===== config.mk =====
export PLATFORM = sky130hd
export DESIGN_NAME = asg_sweep_sequencer
export DESIGN_NICKNAME = d
export VERILOG_FILES = /design/src/rtl/asg_sweep_sequencer.sv
export SDC_FILE = /design/constraint.sdc
export NUM_CORES = 1
export LEC_CHECK = 0
export BUFFER_PORTS_ARGS = -buffer_cell sky130_fd_sc_hd__buf_2
export CAP_MARGIN = 30
export CELL_PAD_IN_SITES_DETAIL_PLACEMENT = 1
export CELL_PAD_IN_SITES_GLOBAL_PLACEMENT = 2
export CORE_MARGIN = 1.5
export CORE_UTILIZATION = 32
export CTS_BUF_LIST = sky130_fd_sc_hd__clkbuf_2 sky130_fd_sc_hd__clkbuf_4 sky130_fd_sc_hd__clkbuf_8
export CTS_CLUSTER_DIAMETER = 40
export DETAILED_ROUTE_END_ITERATION = 10
export GPL_TIMING_DRIVEN = 0
export PLACE_DENSITY_LB_ADDON = 0.1
export SYNTH_ARGS = -nofsm -noshare
export SYNTH_HDL_FRONTEND = slang
export SYNTH_SLANG_ARGS = --single-unit

===== constraint.sdc =====
create_clock -name dac_clk_i -period 3.6 [get_ports dac_clk_i]
set_input_delay 0.54 -clock dac_clk_i [delete_from_list [all_inputs] [get_ports dac_clk_i]]
set_output_delay 0.54 -clock dac_clk_i [all_outputs]
set_load 0.03 [all_outputs]

===== src/rtl/asg_sweep_sequencer.sv =====
// Stepped-frequency sweep sequencer for one ASG channel: table fetch -> DDS load ->
// settle -> measure -> write magnitude/phase results, repeated per point and per repetition.
module asg_sweep_sequencer #(
  parameter int unsigned ADDR_W   = 8,
  parameter int unsigned DATA_W   = 32,
  parameter int unsigned MAG_W    = 14,
  parameter int unsigned SETTLE_W = 16,
  parameter int unsigned TMO_W    = 24
) (
  input  logic                dac_clk_i,
  input  logic                dac_rst_i,
  input  logic                start_i,
  input  logic                abort_i,
  input  logic [ADDR_W:0]     npts_i,
  input  logic [7:0]          nrep_i,
  input  logic [SETTLE_W-1:0] settle_i,
  input  logic [TMO_W-1:0]    timeout_i,
  output logic [ADDR_W-1:0]   tbl_addr_o,
  input  logic [DATA_W-1:0]   tbl_data_i,
  output logic [DATA_W-1:0]   phase_inc_o,
  output logic                phase_inc_vld_o,
  output logic                meas_start_o,
  input  logic                meas_done_i,
  input  logic [MAG_W-1:0]    meas_mod_i,
  input  logic [MAG_W-1:0]    meas_pha_i,
  output logic                res_we_o,
  output logic [ADDR_W:0]     res_addr_o,
  output logic [MAG_W-1:0]    res_data_o,
  output logic                busy_o,
  output logic                done_o,
  output logic                timeout_err_o,
  output logic [ADDR_W-1:0]   point_o,
  output logic [7:0]          rep_o
);

  localparam int unsigned PW = ADDR_W + 1;
  localparam logic [ADDR_W:0] NPTS_MAX = {1'b1, {ADDR_W{1'b0}}};

  typedef enum logic [3:0] {
    S_IDLE, S_FETCH, S_LOAD, S_SETTLE, S_MEAS, S_WR_MOD, S_WR_PHA, S_NEXT, S_DONE
  } state_e;

  state_e              state_q, state_d;
  logic [ADDR_W:0]     npts_q, npts_d;
  logic [7:0]          nrep_q, nrep_d;
  logic [SETTLE_W-1:0] settle_q, settle_d;
  logic [TMO_W-1:0]    timeout_q, timeout_d;
  logic [ADDR_W-1:0]   point_q, point_d;
  logic [7:0]          rep_q, rep_d;
  logic [SETTLE_W-1:0] cnt_q, cnt_d;
  logic [TMO_W-1:0]    tmo_q, tmo_d;
  logic [MAG_W-1:0]    mod_q, mod_d, pha_q, pha_d;
  logic [ADDR_W-1:0]   tbl_addr_q, tbl_addr_d;
  logic [DATA_W-1:0]   phase_inc_q, phase_inc_d;
  logic                phase_vld_q, phase_vld_d;
  logic                meas_start_q, meas_start_d;
  logic                res_we_q, res_we_d;
  logic [ADDR_W:0]     res_addr_q, res_addr_d;
  logic [MAG_W-1:0]    res_data_q, res_data_d;
  logic                busy_q, busy_d;
  logic                done_q, done_d;
  logic                err_q, err_d;
  logic [8:0]          nrep_eff;

  assign nrep_eff = (nrep_q == 8'd0) ? 9'd1 : {1'b0, nrep_q};

  // Next-state and registered-output computation
  always_comb begin
    state_d      = state_q;
    npts_d       = npts_q;
    nrep_d       = nrep_q;
    settle_d     = settle_q;
    timeout_d    = timeout_q;
    point_d      = point_q;
    rep_d        = rep_q;
    cnt_d        = cnt_q;
    tmo_d        = tmo_q;
    mod_d        = mod_q;
    pha_d        = pha_q;
    phase_inc_d  = phase_inc_q;
    phase_vld_d  = 1'b0;
    meas_start_d = 1'b0;
    err_d        = err_q;

    if (abort_i && state_q != S_IDLE) begin
      state_d = S_IDLE;
    end else begin
      case (state_q)
        S_IDLE: begin
          if (start_i && !abort_i && npts_i != '0 && npts_i <= NPTS_MAX) begin
            state_d   = S_FETCH;
            npts_d    = npts_i;
            nrep_d    = nrep_i;
            settle_d  = settle_i;
            timeout_d = timeout_i;
            point_d   = '0;
            rep_d     = '0;
            err_d     = 1'b0;
          end
        end
        S_FETCH: state_d = S_LOAD;
        S_LOAD: begin
          state_d     = S_SETTLE;
          phase_inc_d = tbl_data_i;
          phase_vld_d = 1'b1;
          cnt_d       = settle_q;
        end
        S_SETTLE: begin
          if (cnt_q == '0) begin
            state_d      = S_MEAS;
            tmo_d        = '0;
            meas_start_d = 1'b1;
          end else begin
            cnt_d = cnt_q - SETTLE_W'(1);
          end
        end
        S_MEAS: begin
          tmo_d = tmo_q + TMO_W'(1);
          // err is raised the cycle the counter reads timeout; the exit follows it
          if (timeout_q != '0 && tmo_q == timeout_q) begin
            state_d = S_IDLE;
          end else if (meas_done_i && !meas_start_q) begin
            state_d = S_WR_MOD;
            mod_d   = meas_mod_i;
            pha_d   = meas_pha_i;
          end else if (timeout_q != '0 && tmo_q + TMO_W'(1) == timeout_q) begin
            err_d = 1'b1;
          end
        end
        S_WR_MOD: state_d = S_WR_PHA;
        S_WR_PHA: state_d = S_NEXT;
        S_NEXT: begin
          if ({1'b0, point_q} + PW'(1) < npts_q) begin
            point_d = point_q + ADDR_W'(1);
            state_d = S_FETCH;
          end else begin
            rep_d = rep_q + 8'd1;
            if ({1'b0, rep_q} + 9'd1 < nrep_eff) begin
              point_d = '0;
              state_d = S_FETCH;
            end else begin
              state_d = S_DONE;
            end
          end
        end
        S_DONE:  state_d = S_IDLE;
        default: state_d = S_IDLE;
      endcase
    end

    tbl_addr_d = (state_d == S_FETCH) ? point_d : tbl_addr_q;
    busy_d     = (state_d != S_IDLE);
    done_d     = (state_d == S_DONE);
    res_we_d   = (state_d == S_WR_MOD) || (state_d == S_WR_PHA);
    res_addr_d = res_addr_q;
    res_data_d = res_data_q;
    if (state_d == S_WR_MOD) begin
      res_addr_d = {1'b0, point_q};
      res_data_d = mod_d;
    end else if (state_d == S_WR_PHA) begin
      res_addr_d = {1'b1, point_q};
      res_data_d = pha_d;
    end
  end

  always_ff @(posedge dac_clk_i) begin
    if (dac_rst_i) begin
      state_q      <= S_IDLE;
      npts_q       <= '0;
      nrep_q       <= '0;
      settle_q     <= '0;
      timeout_q    <= '0;
      point_q      <= '0;
      rep_q        <= '0;
      cnt_q        <= '0;
      tmo_q        <= '0;
      mod_q        <= '0;
      pha_q        <= '0;
      tbl_addr_q   <= '0;
      phase_inc_q  <= '0;
      phase_vld_q  <= 1'b0;
      meas_start_q <= 1'b0;
      res_we_q     <= 1'b0;
      res_addr_q   <= '0;
      res_data_q   <= '0;
      busy_q       <= 1'b0;
      done_q       <= 1'b0;
      err_q        <= 1'b0;
    end else begin
      state_q      <= state_d;
      npts_q       <= npts_d;
      nrep_q       <= nrep_d;
      settle_q     <= settle_d;
      timeout_q    <= timeout_d;
      point_q      <= point_d;
      rep_q        <= rep_d;
      cnt_q        <= cnt_d;
      tmo_q        <= tmo_d;
      mod_q        <= mod_d;
      pha_q        <= pha_d;
      tbl_addr_q   <= tbl_addr_d;
      phase_inc_q  <= phase_inc_d;
      phase_vld_q  <= phase_vld_d;
      meas_start_q <= meas_start_d;
      res_we_q     <= res_we_d;
      res_addr_q   <= res_addr_d;
      res_data_q   <= res_data_d;
      busy_q       <= busy_d;
      done_q       <= done_d;
      err_q        <= err_d;
    end
  end

  assign tbl_addr_o      = tbl_addr_q;
  assign phase_inc_o     = phase_inc_q;
  assign phase_inc_vld_o = phase_vld_q;
  assign meas_start_o    = meas_start_q;
  assign res_we_o        = res_we_q;
  assign res_addr_o      = res_addr_q;
  assign res_data_o      = res_data_q;
  assign busy_o          = busy_q;
  assign done_o          = done_q;
  assign timeout_err_o   = err_q;
  assign point_o         = point_q;
  assign rep_o           = rep_q;

endmodule


==> flow_summary.toml <==
[outcome]
status = "complete, no violations"

[setup_path]
start_kind = "flop"
crit_path_end_kind = "flop"
crit_type = "flop to flop"
required_ns = 3.99
crit_arrival_ns = 3.78
critPathMaxFanout = 9

[cells_and_area]
final_net_count = 1596
antenna_cells = 0
filler_cell_count = 3644
drive_gt1_share_pct = 19.2
fin_util_pct = 39.9
syn2layout_area_growth_pct = 21.6

[cts]
htreeDepth = 4
clock_path_buffers = 2
clkLatencyLatePin_ns = 0.50
numCtsBuffers = 17
cts_tree = "done"
clock-sinks = 200
cts-root-buf = "clkbuf_8"
clkTransAtPathRegs_ns = 0.13

[grt]
track_usage_pct = 21.4
antenna_found_initial = 0
grt_pass1_vias = 9545
grt_max_degree = 21
grt_pass1_wl_mm = 52.1
grt_overflow = 0

[job]
cap_violations = 0

[logic_synthesis]
netlist_area_um2 = 9520
synth_ff_type = "dfxtp_1"
synth_nets = 1374
synth-edff-count = 0
yosysWarnings = 0
ys_async_sr_fraction_pct = 0
synth_cell_types = 60
synth_seq_cells = 200
postSynthCellCount = 1233
yosysSeqAreaShare_pct = 42.0
syn_area_per_cell_um2 = 7.72

[pwr]
totalPowerFinal_w = 0.00470
ir_worst_vdd_mv = 0.203
power.leakage_nw = 4.70
pwr_density_cell_nw_per_um2 = 406

[detailed_routing]
wl_mm = 32.6
firstDrtPassIters = 5
routed-via-count = 9439
wl_per_cell_um = 17.6
vias_per_cell = 5.10
routed.top_layer = "met4"
met3_length_mm = 1.34
m1WireLength_mm = 15.7
ant_nets = 0
wl_met2_mm = 15.2
drc = 0
drt_iter0_drc = 439

[floorplanning]
dieArea_um2 = 30800
ios = 207
initial_utilization_pct = 32.8
die_height_um = 176
core_um2 = 29000
die_x_um = 176
rows = 62

[timing]
rsz0062_at_grt = "no"
min_period_over_period_pct = 94.3
relSlewSlack_pct = 37.3
fin_crit_ns = 3.39
worst_pin_slew_ns = 0.932
fin_skew_ns = 0.0279
fmax_mhz = 295
fin_hold_ws_ns = 0.264
setup_violations = 0
tns_ns = 0
finalMaxSlewViolations = 0
hold_viol_final = 0

[min_path]
hold_path_class = "input port to flop"

[placement]
gp_congestion = 0.823
hpwl_mm = 24.5
io_buffer_count = 205
==> report_power, final <==
part / total, W / switching [W] / internal (W)
clock network: 0.00164 / 0.000962 / 0.000680
logic: 0.000738 / 0.000492 / 0.000246
registers: 0.00232 / 0.0000470 / 0.00227
==> worst max-delay path: stages (launching register included) <==
cell       delay [ns]
dfxtp_4          0.43
ha_4             0.18
nand3_1          0.13
xnor2_1          0.16
ha_1             0.33
a41o_1           0.18
o211a_1          0.18
o2111ai_2        0.17
a32oi_2          0.29
o2111ai_4        0.18
or3_1            0.51
and2_1           0.21
buf_6            0.14
a31o_1           0.21
==> final cells by class <==
type | instances | area, um^2 | area share (%)
Buffer | 83 | 352 | 3.04
Clock buffer | 18 | 248 | 2.14
Clock inverter | 14 | 209 | 1.80
Inverter | 24 | 90.1 | 0.778
Multi-Input combinational cell | 922 | 5140 | 44.4
Sequential cell | 200 | 4020 | 34.7
Tap cell | 384 | 480 | 4.15
Timing Repair Buffer | 207 | 1040 | 8.99
==> path summary, 6_finish.rpt <==
kind | from | end | slack (ns) | cells past startpoint
worst max-delay path | point_o[0]$_SDFF_PP0_ | res_addr_o[7]$_SDFFE_PP0P_ | 0.21 | 13
worst min-delay path | tbl_data_i[19] | phase_inc_o[19]$_SDFFE_PP0P_ | 0.26 | 3
worst max register to register | point_o[0]$_SDFF_PP0_ | res_addr_o[7]$_SDFFE_PP0P_ | 0.21 | 13
worst min register to register | pha_q[13]$_SDFF_PP0_ | res_data_o[13]$_SDFFE_PP0P_ | 0.46 | 2
==> sequential cells by signal, summed over array words and instances, names as in the netlist, 4 cells and up <==
signal       count
npts_q           9
point_o          8
tbl_addr_o       8
rep_o            8
tmo_q           24
settle_q        16
state_q          4
phase_inc_o     32
res_data_o      14
cnt_q           16
nrep_q           8
timeout_q       24
pha_q           14
res_addr_o       9
==> what timing repair did <==
item                       CTS  global route
setup endpoints to repair   39            41
buffers inserted             0             2
hold buffers                 0             0
gates resized for setup     11            18
pin swaps                    0             3
==> kinds of logic after synthesis <==
| family | count (synthesis) | share of synthesized area, % |
|---|---|---|
| flops | 200 | 42.0 |
| fa+ha+maj | 19 | 2.50 |
| compound gates | 282 | 17.9 |
| xor+xnor | 54 | 4.97 |
| simple gates | 550 | 26.1 |
| buf+inv | 111 | 4.66 |
| mux | 17 | 1.80 |
==> cell usage after synthesis, drive strengths merged, types with 3 or more instances <==
library cell,number,area (um^2)
and2,6,37.5
a22o,6,52.6
nor3,24,130
xor2,36,315
nand2b,8,50.1
or3,15,93.8
nor4,22,138
a21o,3,22.5
nand4,14,87.6
nand3b,6,45.0
dfxtp,200,4000
o21ai,40,200
a22oi,7,52.6
a211oi,9,67.6
a32o,5,50.1
nor2,105,410
nand3,36,180
a311oi,15,131
xnor2,18,158
ha,19,238
nor3b,4,35.0
buf,13,76.3
a21oi,152,761
o211ai,5,37.5
o22a,6,52.6
a221oi,3,26.3
inv,24,90.1
and4,3,26.3
mux2i,16,160
nand2,279,1050
o211a,4,40.0
clkbuf,74,278
o22ai,6,37.5
and3,13,81.3
nor4b,3,26.3
a31o,8,70.1
or2,5,31.3
==> placed cells by master, fill, tap and decap left out, types with 6 or more instances in the layout <==
master    instances
nor3_1           22
clkinv_8          6
and3_1           13
o22ai_1           6
ha_1             17
mux2i_1          16
dfxtp_1         193
nor4_1           21
o22a_1            6
nand2b_1          8
nor2_1          104
a22o_1            6
xor2_1           36
a31o_1            8
nand2_1         278
nand4_1          14
or3_1            15
o21ai_0          39
a22oi_1           7
a211oi_1          9
clkbuf_8         18
nand3_1          36
and2_1            6
xnor2_1          18
buf_4             6
a21oi_1         151
buf_2           211
nand3b_1          6
a311oi_1         15
inv_1            23
clkbuf_1         68
==> metrics by stage <==
stage | cells | instance area, um^2 | setup WS, ns
3_3_place_gp | 1822 | 11000 | -0.279
3_5_place_dp | 1822 | 11000 | -0.312
6_report | 1852 | 11600 | 0.205
2_1_floorplan | 1233 | 9520 | 0.232
4_1_cts | 1851 | 11500 | 0.000558
5_1_grt | 1852 | 11600 | 0.0134
==> metal layers <==
layer	up-vias	global-route usage, %
li1	4715	-
met1	4530	29.0
met2	180	35.4
met3	14	4.26
met4	0	3.95
met5	-	0
Power figures use the tool's default switching activity.
